==> config.mk <==
export PLATFORM = sky130hd
export DESIGN_NAME = ahb_decoder_param
export DESIGN_NICKNAME = d
export VERILOG_FILES = /design/src/rtl/ahb_decoder_param.sv
export SDC_FILE = /design/constraint.sdc
export NUM_CORES = 1
export LEC_CHECK = 0
export ABC_CLOCK_PERIOD_IN_PS = 1110
export CAP_MARGIN = 25
export CELL_PAD_IN_SITES_DETAIL_PLACEMENT = 0
export CELL_PAD_IN_SITES_GLOBAL_PLACEMENT = 1
export CORE_AREA = 2 2 252 254
export CTS_CLUSTER_DIAMETER = 80
export DETAILED_ROUTE_END_ITERATION = 10
export DIE_AREA = 0 0 254 256
export MAX_ROUTING_LAYER = met4
export PLACE_DENSITY = 0.68
export SLEW_MARGIN = 0
export SYNTH_ARGS = -nofsm -noshare
export SYNTH_HDL_FRONTEND = slang
export SYNTH_SLANG_ARGS = --single-unit
==> constraint.sdc <==
create_clock -name hclk -period 1.11 [get_ports hclk]
set_input_delay 0.222 -clock hclk [delete_from_list [all_inputs] [get_ports hclk]]
set_output_delay 0.222 -clock hclk [all_outputs]
set_load 0.01 [all_outputs]
==> src/rtl/ahb_decoder_param.sv <==
// -----------------------------------------------------------------------------
// ahb_decoder_param
//
// AHB-Lite address decoder and response multiplexer for one master port of
// the SoC bus matrix.
//
// Address phase:
//   Each active transfer (NONSEQ/SEQ) is compared against NUM_SLV base/mask
//   regions. The combinational one-hot hsel selects the lowest-indexed
//   enabled region that matches.
//
// Data phase:
//   hsel/hwrite are registered into hsel_d/hwrite_d when a transfer is
//   accepted (hready_out=1). The selected slave's HREADYOUT/HRESP/HRDATA are
//   then routed back to the master.
//
// Default slave:
//   An active transfer that hits no region gets the two-cycle AHB ERROR
//   response (ERR1: not ready + ERROR, ERR2: ready + ERROR). The first
//   offending address since the last clear is captured in err_addr, and the
//   sticky err_flag is set.
//
// Ports:
//   hclk, hresetn  bus clock; synchronous active-low reset
//   haddr          address-phase address
//   htrans         transfer type
//   hwrite         address-phase write
//   hready_in      per-slave HREADYOUT
//   hresp_in       per-slave HRESP (1 = ERROR)
//   hrdata_in      per-slave read data; slice i belongs to slave i
//   hsel           combinational one-hot address-phase select
//   hsel_d         registered data-phase select
//   hwrite_d       registered data-phase write
//   hready_out     muxed HREADY to the master and to all slaves
//   hresp_out      muxed HRESP to the master
//   hrdata_out     muxed read data (zero when no slave owns the data phase)
//   err_flag       sticky: an unmapped active transfer was accepted
//   err_addr       address of the first unmapped access since the last clear
//   err_clr        clears err_flag and rearms err_addr capture
// -----------------------------------------------------------------------------
module ahb_decoder_param #(
  parameter int unsigned                 NUM_SLV  = 15,
  parameter int unsigned                 ADDR_W   = 32,
  parameter int unsigned                 DATA_W   = 32,
  parameter logic [NUM_SLV*ADDR_W-1:0]   SLV_BASE = '0,
  parameter logic [NUM_SLV*ADDR_W-1:0]   SLV_MASK = '0,
  parameter logic [NUM_SLV-1:0]          SLV_EN   = '1
) (
  input  logic                           hclk,
  input  logic                           hresetn,
  input  logic [ADDR_W-1:0]              haddr,
  input  logic [1:0]                     htrans,
  input  logic                           hwrite,
  input  logic [NUM_SLV-1:0]             hready_in,
  input  logic [NUM_SLV-1:0]             hresp_in,
  input  logic [NUM_SLV*DATA_W-1:0]      hrdata_in,
  output logic [NUM_SLV-1:0]             hsel,
  output logic [NUM_SLV-1:0]             hsel_d,
  output logic                           hwrite_d,
  output logic                           hready_out,
  output logic                           hresp_out,
  output logic [DATA_W-1:0]              hrdata_out,
  output logic                           err_flag,
  output logic [ADDR_W-1:0]              err_addr,
  input  logic                           err_clr
);

  typedef enum logic [1:0] {
    HT_IDLE   = 2'b00,
    HT_BUSY   = 2'b01,
    HT_NONSEQ = 2'b10,
    HT_SEQ    = 2'b11
  } htrans_e;

  typedef enum logic [1:0] {
    ST_IDLE = 2'b00,
    ST_ERR1 = 2'b01,
    ST_ERR2 = 2'b10
  } err_state_e;

  // ---------------------------------------------------------------------------
  // Address decode
  // ---------------------------------------------------------------------------
  logic [NUM_SLV-1:0] hit_vec;
  logic [NUM_SLV-1:0] hit_lowest;
  logic               xfer_active;
  logic               unmapped;

  always_comb begin
    // NOTE: every signal driven from always_comb gets a default before any
    // conditional logic, so no path leaves it unassigned and no latch results.
    hit_vec = '0;
    for (int i = 0; i < int'(NUM_SLV); i++) begin
      hit_vec[i] = SLV_EN[i] &&
                   ((haddr & SLV_MASK[i*ADDR_W +: ADDR_W]) == SLV_BASE[i*ADDR_W +: ADDR_W]);
    end
  end

  // Two's-complement trick: x & -x isolates the lowest set bit, which gives
  // lowest-index priority when regions overlap and keeps hsel one-hot.
  assign hit_lowest  = hit_vec & (~hit_vec + NUM_SLV'(1));

  assign xfer_active = (htrans == HT_NONSEQ) || (htrans == HT_SEQ);
  assign unmapped    = xfer_active && (hit_vec == '0);
  assign hsel        = xfer_active ? hit_lowest : '0;

  // ---------------------------------------------------------------------------
  // State registers
  // ---------------------------------------------------------------------------
  err_state_e          state_q,    state_d;
  logic [NUM_SLV-1:0]  hsel_d_q,   hsel_d_d;
  logic                hwrite_d_q, hwrite_d_d;
  logic                err_flag_q, err_flag_d;
  logic [ADDR_W-1:0]   err_addr_q, err_addr_d;

  // An unmapped active transfer is being accepted this cycle. This is the
  // only way into ERR1, so it also serves as the error-capture strobe.
  logic err_entry;

  // ---------------------------------------------------------------------------
  // Response multiplexer
  // ---------------------------------------------------------------------------
  always_comb begin
    hready_out = 1'b1;
    hresp_out  = 1'b0;
    hrdata_out = '0;

    // hsel_d_q is one-hot or zero, so an OR of gated slices is a clean mux
    // that naturally returns zero when no slave owns the data phase.
    for (int i = 0; i < int'(NUM_SLV); i++) begin
      hrdata_out = hrdata_out | (hrdata_in[i*DATA_W +: DATA_W] & {DATA_W{hsel_d_q[i]}});
      if (hsel_d_q[i]) begin
        hready_out = hready_in[i];
        hresp_out  = hresp_in[i];
      end
    end

    // The default slave owns the data phase while in ERR1/ERR2; hsel_d_q is
    // zero there because the unmapped transfer loaded an all-zero select.
    unique case (state_q)
      ST_ERR1: begin
        hready_out = 1'b0;
        hresp_out  = 1'b1;
      end
      ST_ERR2: begin
        hready_out = 1'b1;
        hresp_out  = 1'b1;
      end
      default: ;
    endcase
  end

  assign err_entry = hready_out && unmapped;

  // ---------------------------------------------------------------------------
  // Default-slave FSM next state
  // ---------------------------------------------------------------------------
  always_comb begin
    state_d = state_q;
    unique case (state_q)
      ST_IDLE: if (err_entry) state_d = ST_ERR1;
      ST_ERR1: state_d = ST_ERR2;
      // hready_out is high in ERR2, so a new unmapped transfer is accepted
      // here and chains straight into another error response.
      ST_ERR2: state_d = err_entry ? ST_ERR1 : ST_IDLE;
      default: state_d = ST_IDLE;
    endcase
  end

  // ---------------------------------------------------------------------------
  // Data-phase pipeline and error capture next state
  // ---------------------------------------------------------------------------
  always_comb begin
    hsel_d_d   = hsel_d_q;
    hwrite_d_d = hwrite_d_q;
    err_flag_d = err_flag_q;
    err_addr_d = err_addr_q;

    // The address phase only advances when the current data phase completes.
    if (hready_out) begin
      hsel_d_d   = hsel;
      hwrite_d_d = hwrite;
    end

    if (err_clr) begin
      err_flag_d = 1'b0;
    end

    // A capture outranks a simultaneous clear. The clear also rearms the
    // address register, so a coincident capture loads the new address.
    if (err_entry) begin
      err_flag_d = 1'b1;
      if (!err_flag_q || err_clr) begin
        err_addr_d = haddr;
      end
    end
  end

  // NOTE: sequential state is updated with non-blocking assignments only, so
  // every flop samples the pre-edge values regardless of statement order.
  always_ff @(posedge hclk) begin
    if (!hresetn) begin
      state_q    <= ST_IDLE;
      hsel_d_q   <= '0;
      hwrite_d_q <= 1'b0;
      err_flag_q <= 1'b0;
      err_addr_q <= '0;
    end else begin
      state_q    <= state_d;
      hsel_d_q   <= hsel_d_d;
      hwrite_d_q <= hwrite_d_d;
      err_flag_q <= err_flag_d;
      err_addr_q <= err_addr_d;
    end
  end

  assign hsel_d   = hsel_d_q;
  assign hwrite_d = hwrite_d_q;
  assign err_flag = err_flag_q;
  assign err_addr = err_addr_q;

endmodule

Yosys cells after proc, flatten, opt, wreduce, memory -nomap -nowiden
Cells that the tools add are included.
Widths: inputs -> output; s select.
- order comparisons: 0
- multiplexer cells: 34
- reductions and logical operators: 3
- equal/unequal tests: 4
- bitwise logic cells: 29
- divide/modulo/power cells: 0
- shift operators: 0
- add/sub/neg operators: 0
- multipliers: 0
- operator list (cell ; number):
    $and 32x32->32 ; 15
    $or 32x32->32 ; 14
    $mux 1 ; 32
    $eq 2x2->1 const B ; 3
    $pmux 2 s2 ; 1
    $eq 2x1->1 const B ; 1
    $logic_not 2->1 ; 1
    $pmux 1 s2 ; 1
    $reduce_or 2->1 ; 1
    $logic_or 1x1->1 ; 1
- bits in writable memories: 0
- bits in read-only memories: 0
- register bits after elaboration: 18
- latch bits: 0
- output and inout port bits: 98
- memories: 0

Logic depth before layout (Yosys ltp)
Gate-level depths: netlist of the first run.
- depth in word-level cells: 16
- gate-level depth with buffers: 2
- gate-level depth less buffers: 2

Worst setup path before layout of the first run
No wires, ideal clock.
- path kind: reg2out
- start point: register hsel_d_q[0] (netlist: hsel_d[0])
- end point: output hrdata_out[0]
- buffers on the path: 1
- path slack: 99 ps
- arrival: 789 ps
- data required time: 888 ps
- stages on the path, launching flop included: 3
- path through: dfxtp_1 -> clkbuf_2 -> and2_1
- longest elaborated chain between the ends: 15
- ends and longest elaborated chain (element ; line ; text):
    start: declaration ; 111 ; logic [NUM_SLV-1:0] hsel_d_q, hsel_d_d;
    start signal: assignment ; 210 ; hsel_d_q <= hsel_d_d;
    $and 32x32->32 ; 131 ; hrdata_out = hrdata_out | (hrdata_in[i*DATA_W +: DATA_W] & {DATA_W{hsel_d_q[i]}});
    $or 32x32->32 (14 in series) ; 131 ;
    end: declaration ; 62 ; output logic [DATA_W-1:0] hrdata_out,
Every way passes these cells.

Worst setup path in the final report of the first run
- start point: register hsel_d_q[0] (netlist: hsel_d[0])
- end point: output hrdata_out[22]
The elaborated chain is that of the path after synthesis.

==> impl_metrics.tcl, run 1 <==
set metrics [dict create \
    status "finished with violations" \
    violations "negative setup slack" \
    setup_viol_count_final 35 \
    yosysTopAreaCellShare_pct 59.6 \
    critPathCapture "hrdata_out[22]" \
    clkLatencyLatePin_ns 0.22 \
    r2r-start "hsel_d[0]$_SDFFE_PN0P_" \
    gr-usage-all-layers_pct 2.42 \
    final_area_um2 2700 \
    drt_drc_violations_left 0 \
    root_buffer "clkbuf_16" \
    htree_levels 1 \
    dp.cells 1027 \
    maxCapViolCount 0 \
    final_antenna_net_count 0 \
    gp_congestion 0.668 \
    drive_gt1_share_pct 42.4 \
    vias_per_cell 0.811 \
    tns_ns -6.31 \
    clkPwrFrac_pct 42.1 \
    swShare_pct 29.0 \
    arrival_ns 1.13 \
    fp.dieW_um 254 \
    clk_pin_slew_worst_paths_ns 0.03 \
    worst-path-max-fanout 5 \
    clkSinkCount 2 \
    synthArstFlopShare_pct 0 \
    synth_top_family_by_area "buffers and inverters" \
    syn_area_um2 781 \
    ys_top_cells_by_area "buf_4 60%, and2_1 24%, dfxtp_1 5.1%" \
    start_util_pct 1.25 \
    synth_fa_ha_area_share_pct 0 \
    fin_crit_sh_pct 122 \
    startpoint "hsel_d[0]$_SDFFE_PN0P_" \
    synth.most_common_cell "buf_4" \
    worst-r2r-cell-count 4 \
    die_area_um2 65000 \
    timing.final.ws_setup_ns -0.244 \
    cts.path.max_buffers 2 \
    yosysWarnings 0 \
    period_minus_slack_ns 1.35 \
    grt_pass1_vias 813 \
    rsz0062_at_grt "yes" \
    r2r_end "hsel_d[0]$_SDFFE_PN0P_" \
    min_path_type "reg -> reg" \
    finalWirelength_um 7440 \
    ys_dominant_reg_cell "dfxtp_1" \
    p_seq_share_pct 6.7 \
    coreArea_um2 62400 \
    synthMuxAreaShare_pct 1.28 \
    wl_per_cell_um 7.11 \
    ys_top_cells_by_count "62 x buf_4, 30 x and2_1, 3 x and2_2, 3 x clkbuf_2" \
    hold_start "hwrite_d$_SDFFE_PN0P_" \
    first_pass_iters 2 \
    grt_pass1_wl_um 9180 \
    nets 741 \
    internal-power_w 0.000896 \
    num_vias 847 \
    peakVddDrop_uv 804 \
    p_leak_nw 0.862 \
    pin_count 646 \
    cts_tree "done" \
    endpoint_kind "primary output" \
    fin_skew_ns 0.00209 \
    yosysTopAreaCell "buf_4" \
    startpoint_type "register" \
    area_growth_pct 246 \
    postPlaceCellArea_um2 2380 \
    synth_xor_area_share_pct 0 \
    fin_cells 1045 \
    synth_enable_flop_cells 0 \
    p_per_area_nw_per_um2 468 \
    switchingPower_w 0.000366 \
    pwr-share-comb_pct 51.1 \
    critical_path_class "reg -> out" \
    nFillCells 7485 \
    ys_types 12 \
    r2r_slack_ns 0.08 \
    grt_antenna_before_repair 6 \
    synthSimpleGateAreaFrac_pct 29.6 \
    synth_compound_area_share_pct 0.962 \
    globalRouteOverflowTotal 0 \
    slew_viol_final 0 \
    ys_seq_area_share_pct 5.13 \
    ys_ff_latch 2 \
    die_height_um 256 \
    hold_ws_ns 0.461 \
    worstPathRequired_ns 0.89 \
    io_buffer_count 74 \
    grt_max_degree 10 \
    dp_hpwl_um 6740 \
    fmax_mhz 738 \
    syn-instance-count 108 \
    cts_buffers 3 \
    placementRows 92 \
    drt_iter0_drc 11 \
    hold_violations 0 \
    avgSynthCellArea_um2 7.23 \
]
-- what timing repair did --
item	in CTS	in global routing
buffers inserted	5	2
pin swaps	0	2
setup endpoints to repair	37	37
gates resized for setup	171	9
hold buffers	0	0
cloned	2	0
-- worst min path at each step --
stage,to,slack [ns],cells after the start
2_1_floorplan,hsel_d[0]$_SDFFE_PN0P_,0.34,1
3_3_place_gp,hwrite_d$_SDFFE_PN0P_,0.45,2
3_5_place_dp,hwrite_d$_SDFFE_PN0P_,0.46,2
4_1_cts,hwrite_d$_SDFFE_PN0P_,0.47,2
5_1_grt,hwrite_d$_SDFFE_PN0P_,0.48,2
6_report,hwrite_d$_SDFFE_PN0P_,0.46,2
-- final cells by class --
type                       instances  area (µm²)  area share [%]
antenna                            8        20.0           0.741
clock buffer                       3        75.1            2.78
inverter                           1        3.75           0.139
multi-input combinational         99         544            20.2
sequential                         2        43.8            1.62
tap                              846        1060            39.2
timing repair buffer              86         955            35.4
-- sequential cells by signal (all words and copies together) (netlist names) --
| signal | flops |
|---|---|
| hsel_d | 1 |
| hwrite_d | 1 |
-- routing by layer --
layer	share of wire, %	global-route usage [%]
met1	41	2.49
met2	41	3.35
met3	18	2.47
met4	0	0.147
met5	0	-
-- layout by cell type, fill, tap and decap left out, drive strengths merged --
| master | instances |
|---|---|
| o21a | 1 |
| nor2b | 1 |
| dlygate4sd2 | 1 |
| diode | 8 |
| buf | 48 |
| clkdlybuf4s50 | 37 |
| nand2 | 2 |
| clkbuf | 3 |
| inv | 1 |
| dfxtp | 2 |
| conb | 61 |
| mux2i | 1 |
| and2 | 33 |
-- critical path, stage by stage, from the launching register on --
cell     delay [ns]
dfxtp_4        0.37
buf_4          0.15
buf_16         0.12
and2_1         0.14
buf_6          0.13
-- power by group through the flow --
stage / sequential [W] / combinational, W / clock, W
after floorplan: 0.0000848 / 0.000348 / 0
after global placement: 0.0000818 / 0.000538 / 0
after detailed placement: 0.0000818 / 0.000539 / 0
after CTS: 0.0000863 / 0.000655 / 0.000546
after global routing: 0.0000874 / 0.000694 / 0.000550
final: 0.0000848 / 0.000646 / 0.000532
-- stage by stage --
step | utilization (%) | power, W | worst slack, ns
finish | 4.33 | 0.00126 | -0.244
floorplan | - | 0.000433 | 0.0991
CTS | 4.28 | 0.00129 | -0.273
global route | 4.32 | 0.00133 | -0.305
detailed placement | 3.81 | 0.000621 | -0.572
global placement | 3.81 | 0.000620 | -0.565
-- kinds of logic (layout without fill, tap and decap cells) --
kind of cell	after synthesis	count (layout)
DFF	2	2
buffers and inverters	67	90
and+or+nand+nor	36	36
other	1	69
AOI/OAI and AO/OA	1	1
muxes	1	1
Power figures use the tool's default switching activity.
==> run 2, diff against run 1 <==
- CTS_CLUSTER_DIAMETER: 80 -> 60
- SETUP_SLACK_MARGIN: not set -> 0.05
==> impl_metrics.tcl, run 2 (synthesis gave the netlist of run 1 again) <==
set metrics [dict create \
    p_seq_share_pct 6.7 \
    worstPathRequired_ns 0.89 \
    fin_skew_ns 0.00209 \
    first_pass_iters 2 \
    final_area_um2 2700 \
    endpoint_kind "primary output" \
    cts_tree "done" \
    drt_iter0_drc 11 \
    clkLatencyLatePin_ns 0.22 \
    fp.dieW_um 254 \
    pwr-share-comb_pct 51.1 \
    cp_cell_sequence "buf_4 -> buf_16 -> and2_1 -> buf_6" \
    grt_pass1_wl_um 9180 \
    period_minus_slack_ns 1.35 \
    fmax_mhz 738 \
    seqCellArea_um2 43.8 \
    use_met1_pct 2.49 \
    slew_viol_final 0 \
    start_util_pct 1.25 \
    dp_hpwl_um 6740 \
    worst-path-max-fanout 5 \
    timing.final.ws_setup_ns -0.244 \
    nFillCells 7486 \
    cp_slowest_cell "dfxtp_4" \
    multi_input_area_um2 544 \
    postPlaceCellArea_um2 2380 \
    clkSinkCount 2 \
    switchingPower_w 0.000366 \
    grtUsageMet3_pct 2.47 \
    fin_util_pct 4.33 \
    drive_gt1_share_pct 42.4 \
    wl_per_cell_um 7.12 \
    grt.busiest_layer "met2" \
    final_cell_mix "61 x conb_1, 38 x buf_6, 36 x clkdlybuf4s50_1" \
    status "finished with violations" \
    maxCapViolCount 0 \
    finalWirelength_um 7440 \
    pin_count 646 \
    num_vias 847 \
    htree_levels 1 \
    violations "negative setup slack" \
    cts.path.max_buffers 2 \
    layout_commonest_cell "conb_1" \
    cts_hold_buf 0 \
    swShare_pct 29.0 \
    path_buf_inv 3 \
    arrival_ns 1.13 \
    p_per_area_nw_per_um2 467 \
    hold_ws_ns 0.270 \
    tns_ns -6.31 \
    rsz0062_at_grt "yes" \
    critical_path_class "reg -> out" \
    clkPwrFrac_pct 42.1 \
    setup_viol_count_final 35 \
    critPathMaxStageDelay_ns 0.37 \
    gp_congestion 0.668 \
    peakVddDrop_uv 804 \
    grt_max_degree 10 \
    die_area_um2 65000 \
    clk_pin_slew_worst_paths_ns 0.03 \
    min_path_type "in -> reg" \
    coreArea_um2 62400 \
    root_buffer "clkbuf_16" \
    fin_cells 1045 \
    cts_buffers 3 \
    grt_antenna_before_repair 6 \
    drt_drc_violations_left 0 \
    globalRouteOverflowTotal 0 \
    placementRows 92 \
    final_antenna_net_count 0 \
    die_height_um 256 \
    internal-power_w 0.000896 \
    crit_family "buffers and inverters" \
    hold_violations 0 \
    p_leak_nw 0.869 \
    met2_usage_pct 3.35 \
    startpoint_type "register" \
    fin_crit_sh_pct 122 \
    gr-usage-all-layers_pct 2.42 \
    io_buffer_count 74 \
    area_growth_pct 246 \
    grt_pass1_vias 813 \
    vias_per_cell 0.811 \
    dp.cells 1027 \
    nets 741 \
]
[run 2: area by class of cell]
cell class | instances | share of cell area, %
Antenna cell | 8 | 0.740
Timing Repair Buffer | 86 | 35.4
Multi-Input combinational cell | 99 | 20.1
Inverter | 1 | 0.139
Clock buffer | 3 | 2.78
Sequential cell | 2 | 1.62
Tap cell | 846 | 39.1
[run 2: worst paths after layout]
check	from	endpoint	slack, ns	depth (start not counted)
max	hsel_d[0]$_SDFFE_PN0P_	hrdata_out[22]	-0.24	4
max reg2reg	hsel_d[0]$_SDFFE_PN0P_	hsel_d[0]$_SDFFE_PN0P_	0.08	4
min	htrans[1]	hsel_d[0]$_SDFFE_PN0P_	0.27	2
min reg2reg	hwrite_d$_SDFFE_PN0P_	hwrite_d$_SDFFE_PN0P_	0.46	2
[run 2: timing repair]
item	CTS	global route
gates resized for setup	171	11
cloned	2	0
setup endpoints to repair	37	39
setup buffers	5	2
pin swaps	0	2
[run 2: power groups by stage]
stage	clock network, W	logic (W)	registers [W]
2_1_floorplan	0	0.000348	0.0000848
3_3_place_gp	0	0.000538	0.0000818
3_5_place_dp	0	0.000539	0.0000818
4_1_cts	0.000546	0.000655	0.0000863
5_1_grt	0.000550	0.000694	0.0000875
6_report	0.000532	0.000646	0.0000849
[run 2: metal layers]
layer  up-vias  share of wire, %
met5         -                 0
met4         0                 0
met3         0                18
met2       102                41
met1       367                41
li1        378                 -
[run 2: through the flow]
| step | total power, W | worst slack, ns |
|---|---|---|
| 2_1_floorplan | 0.000433 | 0.0991 |
| 3_3_place_gp | 0.000620 | -0.565 |
| 3_5_place_dp | 0.000621 | -0.572 |
| 4_1_cts | 0.00129 | -0.273 |
| 5_1_grt | 0.00133 | -0.305 |
| 6_report | 0.00126 | -0.244 |
